==> config.mk <==
export PLATFORM = sky130hd
export DESIGN_NAME = rvga_debugtrace_buf
export DESIGN_NICKNAME = d
export VERILOG_FILES = /design/src/rtl/rvga_debugtrace_buf.sv
export SDC_FILE = /design/constraint.sdc
export NUM_CORES = 1
export LEC_CHECK = 0
export CAP_MARGIN = 20
export CORE_ASPECT_RATIO = 1.25
export CORE_MARGIN = 4
export CORE_UTILIZATION = 50
export DETAILED_ROUTE_END_ITERATION = 16
export MAX_ROUTING_LAYER = met4
export PLACE_DENSITY = 0.79
export SYNTH_ARGS = -nofsm -noshare
export SYNTH_HDL_FRONTEND = slang
export SYNTH_SLANG_ARGS = --single-unit
export TNS_END_PERCENT = 5
==> constraint.sdc <==
create_clock -name clk_i -period 7.5 [get_ports clk_i]
set_clock_uncertainty 0.05 [all_clocks]
set_input_delay 0.75 -clock clk_i [delete_from_list [all_inputs] [get_ports clk_i]]
set_output_delay 0.75 -clock clk_i [all_outputs]
set_load 0.05 [all_outputs]
==> src/rtl/rvga_debugtrace_buf.sv <==
// rvga_debugtrace_buf
//
// Debug trace buffer for decoded instructions. It records {pc, opcode,
// inst_type, subop} for each valid instruction into a circular buffer while
// armed. When the trigger instruction arrives, it keeps recording for
// POST_TRIG more instructions and then freezes. The frozen contents drain
// oldest-first through a valid/ready readout port.
//
// Optional feature (macro RVGA_TRACE_TIMESTAMP_EN):
//   defined   - a free-running 16-bit cycle counter is appended as the record
//               LSBs, so RECW = PCW + 30
//   undefined - no counter, so RECW = PCW + 14
//
// Parameters:
//   DEPTH      trace entries (power of two, >= 2)
//   PCW        width of the captured PC field
//   POST_TRIG  entries recorded after the trigger entry (0..DEPTH-1)
//
// Ports:
//   clk_i          clock; all state changes on its rising edge
//   rst_ni         asynchronous reset, active-low
//   valid_i        a decoded instruction is presented this cycle
//   pc_i           PC of the instruction
//   opcode_i       decoded opcode
//   inst_type_i    decoded instruction type
//   subop_i        selected brop/ldop/strop/artop code
//   arm_i          pulse: clear the buffer and start a capture
//   abort_i        pulse: clear the buffer and go idle (overflow is held)
//   trig_en_i      1: trigger on opcode match; 0: first valid instruction
//   trig_opcode_i  opcode to match
//   rd_ready_i     readout consumer accepts data
//   rd_valid_o     rd_data_o holds the oldest entry (DONE only)
//   rd_data_o      oldest record, 0 while the buffer is empty
//   state_o        IDLE=0, ARMED=1, CAPTURE=2, DONE=3
//   count_o        number of valid entries
//   overflow_o     sticky: an unread entry was overwritten
//
// state    | meaning
// ---------+--------------------------------------------------------------
// IDLE     | nothing recorded; waiting for arm_i
// ARMED    | recording every valid instruction; looking for the trigger
// CAPTURE  | trigger seen; recording POST_TRIG more instructions
// DONE     | frozen; draining entries through the readout port

module rvga_debugtrace_buf #(
    parameter int DEPTH     = 16,
    parameter int PCW       = 32,
    parameter int POST_TRIG = 4,
`ifdef RVGA_TRACE_TIMESTAMP_EN
    localparam int TSW      = 16,
`else
    localparam int TSW      = 0,
`endif
    localparam int RECW     = PCW + 14 + TSW,
    localparam int CNTW     = $clog2(DEPTH + 1)
) (
    input  logic            clk_i,
    input  logic            rst_ni,
    input  logic            valid_i,
    input  logic [PCW-1:0]  pc_i,
    input  logic [6:0]      opcode_i,
    input  logic [2:0]      inst_type_i,
    input  logic [3:0]      subop_i,
    input  logic            arm_i,
    input  logic            abort_i,
    input  logic            trig_en_i,
    input  logic [6:0]      trig_opcode_i,
    input  logic            rd_ready_i,
    output logic            rd_valid_o,
    output logic [RECW-1:0] rd_data_o,
    output logic [1:0]      state_o,
    output logic [CNTW-1:0] count_o,
    output logic            overflow_o
);

    localparam int PTRW = $clog2(DEPTH);

    typedef enum logic [1:0] {
        ST_IDLE    = 2'd0,
        ST_ARMED   = 2'd1,
        ST_CAPTURE = 2'd2,
        ST_DONE    = 2'd3
    } state_e;

    state_e          state_q, state_d;
    logic [PTRW-1:0] wptr_q, rptr_q;
    logic [PTRW-1:0] post_q, post_d;
    logic [CNTW-1:0] count_q;
    logic            overflow_q;

    logic            clr;
    logic            clr_ovf;
    logic            wr_en;
    logic            pop;
    logic            full;
    logic            empty;
    logic            trig_hit;
    logic [RECW-1:0] wr_rec;

    logic [RECW-1:0] mem [DEPTH];

    assign full     = (count_q == CNTW'(DEPTH));
    assign empty    = (count_q == '0);
    assign trig_hit = !trig_en_i || (opcode_i == trig_opcode_i);

`ifdef RVGA_TRACE_TIMESTAMP_EN
    logic [15:0] ts_q;

    // Free-running; wraps naturally at 65535 -> 0.
    always_ff @(posedge clk_i or negedge rst_ni) begin
        if (!rst_ni) begin
            ts_q <= '0;
        end else begin
            ts_q <= ts_q + 16'd1;
        end
    end

    assign wr_rec = {pc_i, opcode_i, inst_type_i, subop_i, ts_q};
`else
    assign wr_rec = {pc_i, opcode_i, inst_type_i, subop_i};
`endif

    // ------------------------------------------------------------------
    // FSM: state register
    // ------------------------------------------------------------------
    always_ff @(posedge clk_i or negedge rst_ni) begin
        if (!rst_ni) begin
            state_q <= ST_IDLE;
            post_q  <= '0;
        end else begin
            state_q <= state_d;
            post_q  <= post_d;
        end
    end

    // ------------------------------------------------------------------
    // FSM: next state and datapath strobes.
    // abort_i outranks arm_i, and both outrank anything the current state
    // would do, so an instruction presented alongside arm_i is dropped.
    // ------------------------------------------------------------------
    always_comb begin
        state_d = state_q;
        post_d  = post_q;
        clr     = 1'b0;
        clr_ovf = 1'b0;
        wr_en   = 1'b0;
        pop     = 1'b0;

        if (abort_i) begin
            clr     = 1'b1;
            post_d  = '0;
            state_d = ST_IDLE;
        end else if (arm_i) begin
            clr     = 1'b1;
            clr_ovf = 1'b1;
            post_d  = '0;
            state_d = ST_ARMED;
        end else begin
            case (state_q)
                ST_ARMED: begin
                    if (valid_i) begin
                        wr_en = 1'b1;
                        if (trig_hit) begin
                            if (POST_TRIG == 0) begin
                                state_d = ST_DONE;
                            end else begin
                                post_d  = PTRW'(POST_TRIG);
                                state_d = ST_CAPTURE;
                            end
                        end
                    end
                end
                ST_CAPTURE: begin
                    // Post-trigger down-counter; terminal count is the
                    // write that takes it from 1 to 0.
                    if (valid_i) begin
                        wr_en  = 1'b1;
                        post_d = post_q - PTRW'(1);
                        if (post_q == PTRW'(1)) begin
                            state_d = ST_DONE;
                        end
                    end
                end
                ST_DONE: begin
                    if (rd_valid_o && rd_ready_i) begin
                        pop = 1'b1;
                        if (count_q == CNTW'(1)) begin
                            state_d = ST_IDLE;
                        end
                    end
                end
                default: begin
                end
            endcase
        end
    end

    // ------------------------------------------------------------------
    // Pointers, occupancy and overflow flag.
    // Pointers are PTRW bits wide and DEPTH is a power of two, so the
    // increment wraps modulo DEPTH without extra logic.
    // ------------------------------------------------------------------
    always_ff @(posedge clk_i or negedge rst_ni) begin
        if (!rst_ni) begin
            wptr_q     <= '0;
            rptr_q     <= '0;
            count_q    <= '0;
            overflow_q <= 1'b0;
        end else if (clr) begin
            wptr_q  <= '0;
            rptr_q  <= '0;
            count_q <= '0;
            if (clr_ovf) begin
                overflow_q <= 1'b0;
            end
        end else if (wr_en) begin
            wptr_q <= wptr_q + PTRW'(1);
            if (full) begin
                // The write lands on the oldest entry; drop it from the
                // read side so the buffer keeps the newest DEPTH records.
                rptr_q     <= rptr_q + PTRW'(1);
                overflow_q <= 1'b1;
            end else begin
                count_q <= count_q + CNTW'(1);
            end
        end else if (pop) begin
            rptr_q  <= rptr_q + PTRW'(1);
            count_q <= count_q - CNTW'(1);
        end
    end

    // Storage is not reset; the read mux masks it while the buffer is empty.
    always_ff @(posedge clk_i) begin
        if (wr_en) begin
            mem[wptr_q] <= wr_rec;
        end
    end

    assign rd_valid_o = (state_q == ST_DONE) && !empty;
    assign rd_data_o  = empty ? '0 : mem[rptr_q];
    assign state_o    = state_q;
    assign count_o    = count_q;
    assign overflow_o = overflow_q;

endmodule

==> reports/summary.md <==
The tools report the fraction of the yosys area taken by sequential cells as 76.0%. For met1 alone, demand over resource in global routing was 28.4%. The share of the clock period used by the worst path after layout was 68.1%; the number of standard cells after synthesis was 1,249. Clock tree synthesis inserted a total of 68 buffers. In this run the worst path has a maximum fanout of 74. The worst-case setup margin in the final layout is 2.40 ns. The post-detailed-route wirelength per cell is 28.6 um, and the area of the placeable core is 0.0586 mm^2.

The tools report the overall die area as 0.0635 mm^2. Summing every instance area after synthesis gives 0.0297 mm^2. After detailed routing, the total wire length is 63.3 mm. The post-synthesis sequential element count is 756.

The clock tree synthesis step divided the H-tree into 3 levels. Quantity of I/O buffers inserted on ports: 114. For the maximum clock path buffer count, the log shows 3. edfxtp_1 takes more of the synthesized area than any other cell. The placed instances occupy a cell area of 0.0316 mm^2. Headroom to the max-slew limit came out at 27.7%.

The tool flagged a number of max-cap violations equal to 0. The number of synthesized flops with an enable pin was 736. Across every metal layer, demand over resource in global routing totals 20.9%.

Hold timing on the final database bottoms out at a slack of 0.484 ns. The layer flagged by global routing as most heavily used is met2. The path class of the tightest hold or removal check is reg2reg. The number of setup buffers added after CTS is 0.

For met3 alone, demand over resource in global routing was 3.55%. The completed layout was analyzed and its total power is 9.17 mW. After clock tree synthesis, the clock-pin slew on the worst setup and hold paths is 0.06 ns. STA classifies the critical path startpoint as a flip-flop. In this run, post-CTS repair resized a total of 0 instances.

The predominant post-synthesis flop cell is edfxtp_1. Average footprint of a synthesized cell: 23.8 um^2. In this run, placement finished with an instance count of 2,087.

The power per unit of standard cell area is 272 mW/mm^2, and the final antenna-violating net count is 0. The cts-stage hold buffer count was 0; the placer's final routability congestion estimate was 0.739. Number of distinct standard cells referenced by the synthesized netlist: 46. 115 I/O pins were placed. Ranked by instance count, the synthesized netlist is headed by edfxtp_1 (736), mux4_2 (204), and2_1 (51). The final non-filler cell total came out at 2,214.

The proportion of synthesized flip-flops having asynchronous set or reset was 2.65%; the length of the first detailed-routing pass in iterations was 5. For the final setup violation count, the log shows 0. The met2 track demand over resource is 33.8%, and the maximum number of pins on one net before global-route repair is 116. The run finished with clean final reports. For this run, design rule violations remaining after detail routing come to 0.

The logs give 4.30 ns for the data arrival time at the worst-slack endpoint and 57.6% for the final cell utilization of the core. For the flip-flop and latch area, the log shows 0.0226 mm^2. The count of nets after finishing came out at 1,473. For the number of clock sinks, the log shows 756.

For the post-synth net total, the log shows 1,322. The wire-length estimate of the detail-placed layout is 30.7 mm. In this run the core area contains 99 standard-cell rows.

The number of global-route vias before repair was 14,300; the overflow left after global routing was 0. Once the floorplan was initialized, standard cells occupied 50.7% of the core. For this block, the initial DRC count from the detailed router was 1,559. Summing all multi-input logic gate instances after layout gives 0.00655 mm^2. Timing would allow up to 196 MHz. For the total count of hold-check failures in the final report, the log shows 0. After synthesis, the cell types taking the most area are edfxtp_1 (74%), mux4_2 (15%), mux4_1 (2.3%), dfrtp_1 (1.7%), and2_1 (1.1%). The top cell type by area accounts for 74.3% of the synthesized area.

Summing all non-filler instances in the final layout gives an area of 0.0337 mm^2. Setup repair after global routing left no endpoint under its margin. For the required arrival time at the worst endpoint, the log shows 6.70 ns. The number of antenna violations at the first check in global routing was 8. STA classifies the critical path endpoint as a primary output. Before CTS, the worst setup slack after placement is 2.95 ns. The total number of vias was 13,600. TritonCTS built the clock tree. Using the TritonRoute via totals, the vias-per-cell ratio works out to 6.13.

The most used standard cell by instance count after synthesis is edfxtp_1. By startpoint and endpoint, the worst setup path is classified as reg2out. The first global-routing pass estimated 94.5 mm of wire. The logs give 0 for the number of warning messages in the yosys log and 0 for the number of max-slew violations in the final report.

Measured along the y axis, the die boundary spans 281 um. The die is 226 um wide. The fill cell total of the finished layout is 3,998, and the fraction of layout cells with a size suffix above 1 is 23.7%. The final critical-path required period was 5.10 ns.

Final setup TNS: 0 ns. In this run the static leakage power is 10.3 nW. Compared with the post-synthesis result, the final layout area differs by 13.5%. At the pin with the least slew margin, the transition time is 1.08 ns. At the later pin of the worst-skew pair, clock insertion delay measures 0.58 ns. The tree is rooted in a clkbuf_16. VDD sags by at most 167 uV.
-- metal layers --
layer  share of wire, %  vias up
met5                  0        -
met4                1.9        0
met3                7.8       94
met2                 52      662
met1                 38     7191
li1                   -     5618
-- flip-flops by register name (all words and copies together) (netlist names) --
name and count:
mem 736, rptr_q 4, count_o 5, state_o 2, overflow_o 1, wptr_q 4
post_q 4
-- path summary, 6_finish.rpt --
check,depth (start not counted),from,to,slack (ns)
setup reg to reg,7,state_o[0]$_DFFE_PN0P_,mem[15][7]$_DFFE_PP_,3.97
hold / removal,1,post_q[0]$_DFFE_PN0P_,post_q[0]$_DFFE_PN0P_,0.48
setup / recovery,5,rptr_q[0]$_DFFE_PN0P_,rd_data_o[21],2.40
min in group asynchronous,1,rst_ni,overflow_o$_DFFE_PN0P_,0.66
max in group asynchronous,1,rst_ni,rptr_q[2]$_DFFE_PN0P_,6.02
hold reg to reg,1,post_q[0]$_DFFE_PN0P_,post_q[0]$_DFFE_PN0P_,0.48
-- cells by family after synthesis --
kind of cell / synth area share, %
and+or+nand+nor: 2.30
xor gates and xnor gates: 0.383
AOI/OAI and AO/OA: 0.623
adders and majority gates: 0.547
muxes: 17.9
DFF: 76.0
buffers and inverters: 2.20
-- power breakdown --
group          internal [mW]  leakage (nW)  switching [mW]
Combinational          0.423          2.42           0.687
Clock                   1.91          1.03            1.44
Sequential              4.67          6.88          0.0409
-- final cells by class --
cell class,count,share of cell area (%)
Antenna cell,8,0.0593
Tap cell,757,2.81
Multi-Input combinational cell,411,19.4
Clock buffer,92,5.50
Inverter,18,0.200
Sequential cell,756,67.0
Clock inverter,27,0.786
Timing Repair Buffer,145,4.18
-- worst max-delay path, cell delays in order, from the launching register on --
cell and delay [ns]:
dfrtp_4 1.03, buf_12 0.49, mux4_1 0.67, mux4_2 0.48, and2_1 0.17, clkdlybuf4s50_1 0.71
-- cells in the final DEF (no fill, tap or decap), types with 5 or more instances in the layout --
master / count
and2_1: 47
clkinv_1: 13
nand2_1: 12
ha_1: 13
nor2_1: 11
mux4_1: 26
nand3_1: 5
a21oi_1: 11
clkdlybuf4s50_1: 114
dfrtp_1: 16
bufinv_16: 5
clkbuf_1: 21
diode_2: 8
xor2_1: 11
clkbuf_16: 71
nor3_2: 8
buf_4: 28
nor4_1: 5
inv_1: 17
mux4_2: 204
edfxtp_1: 736
Power figures use the tool's default switching activity.
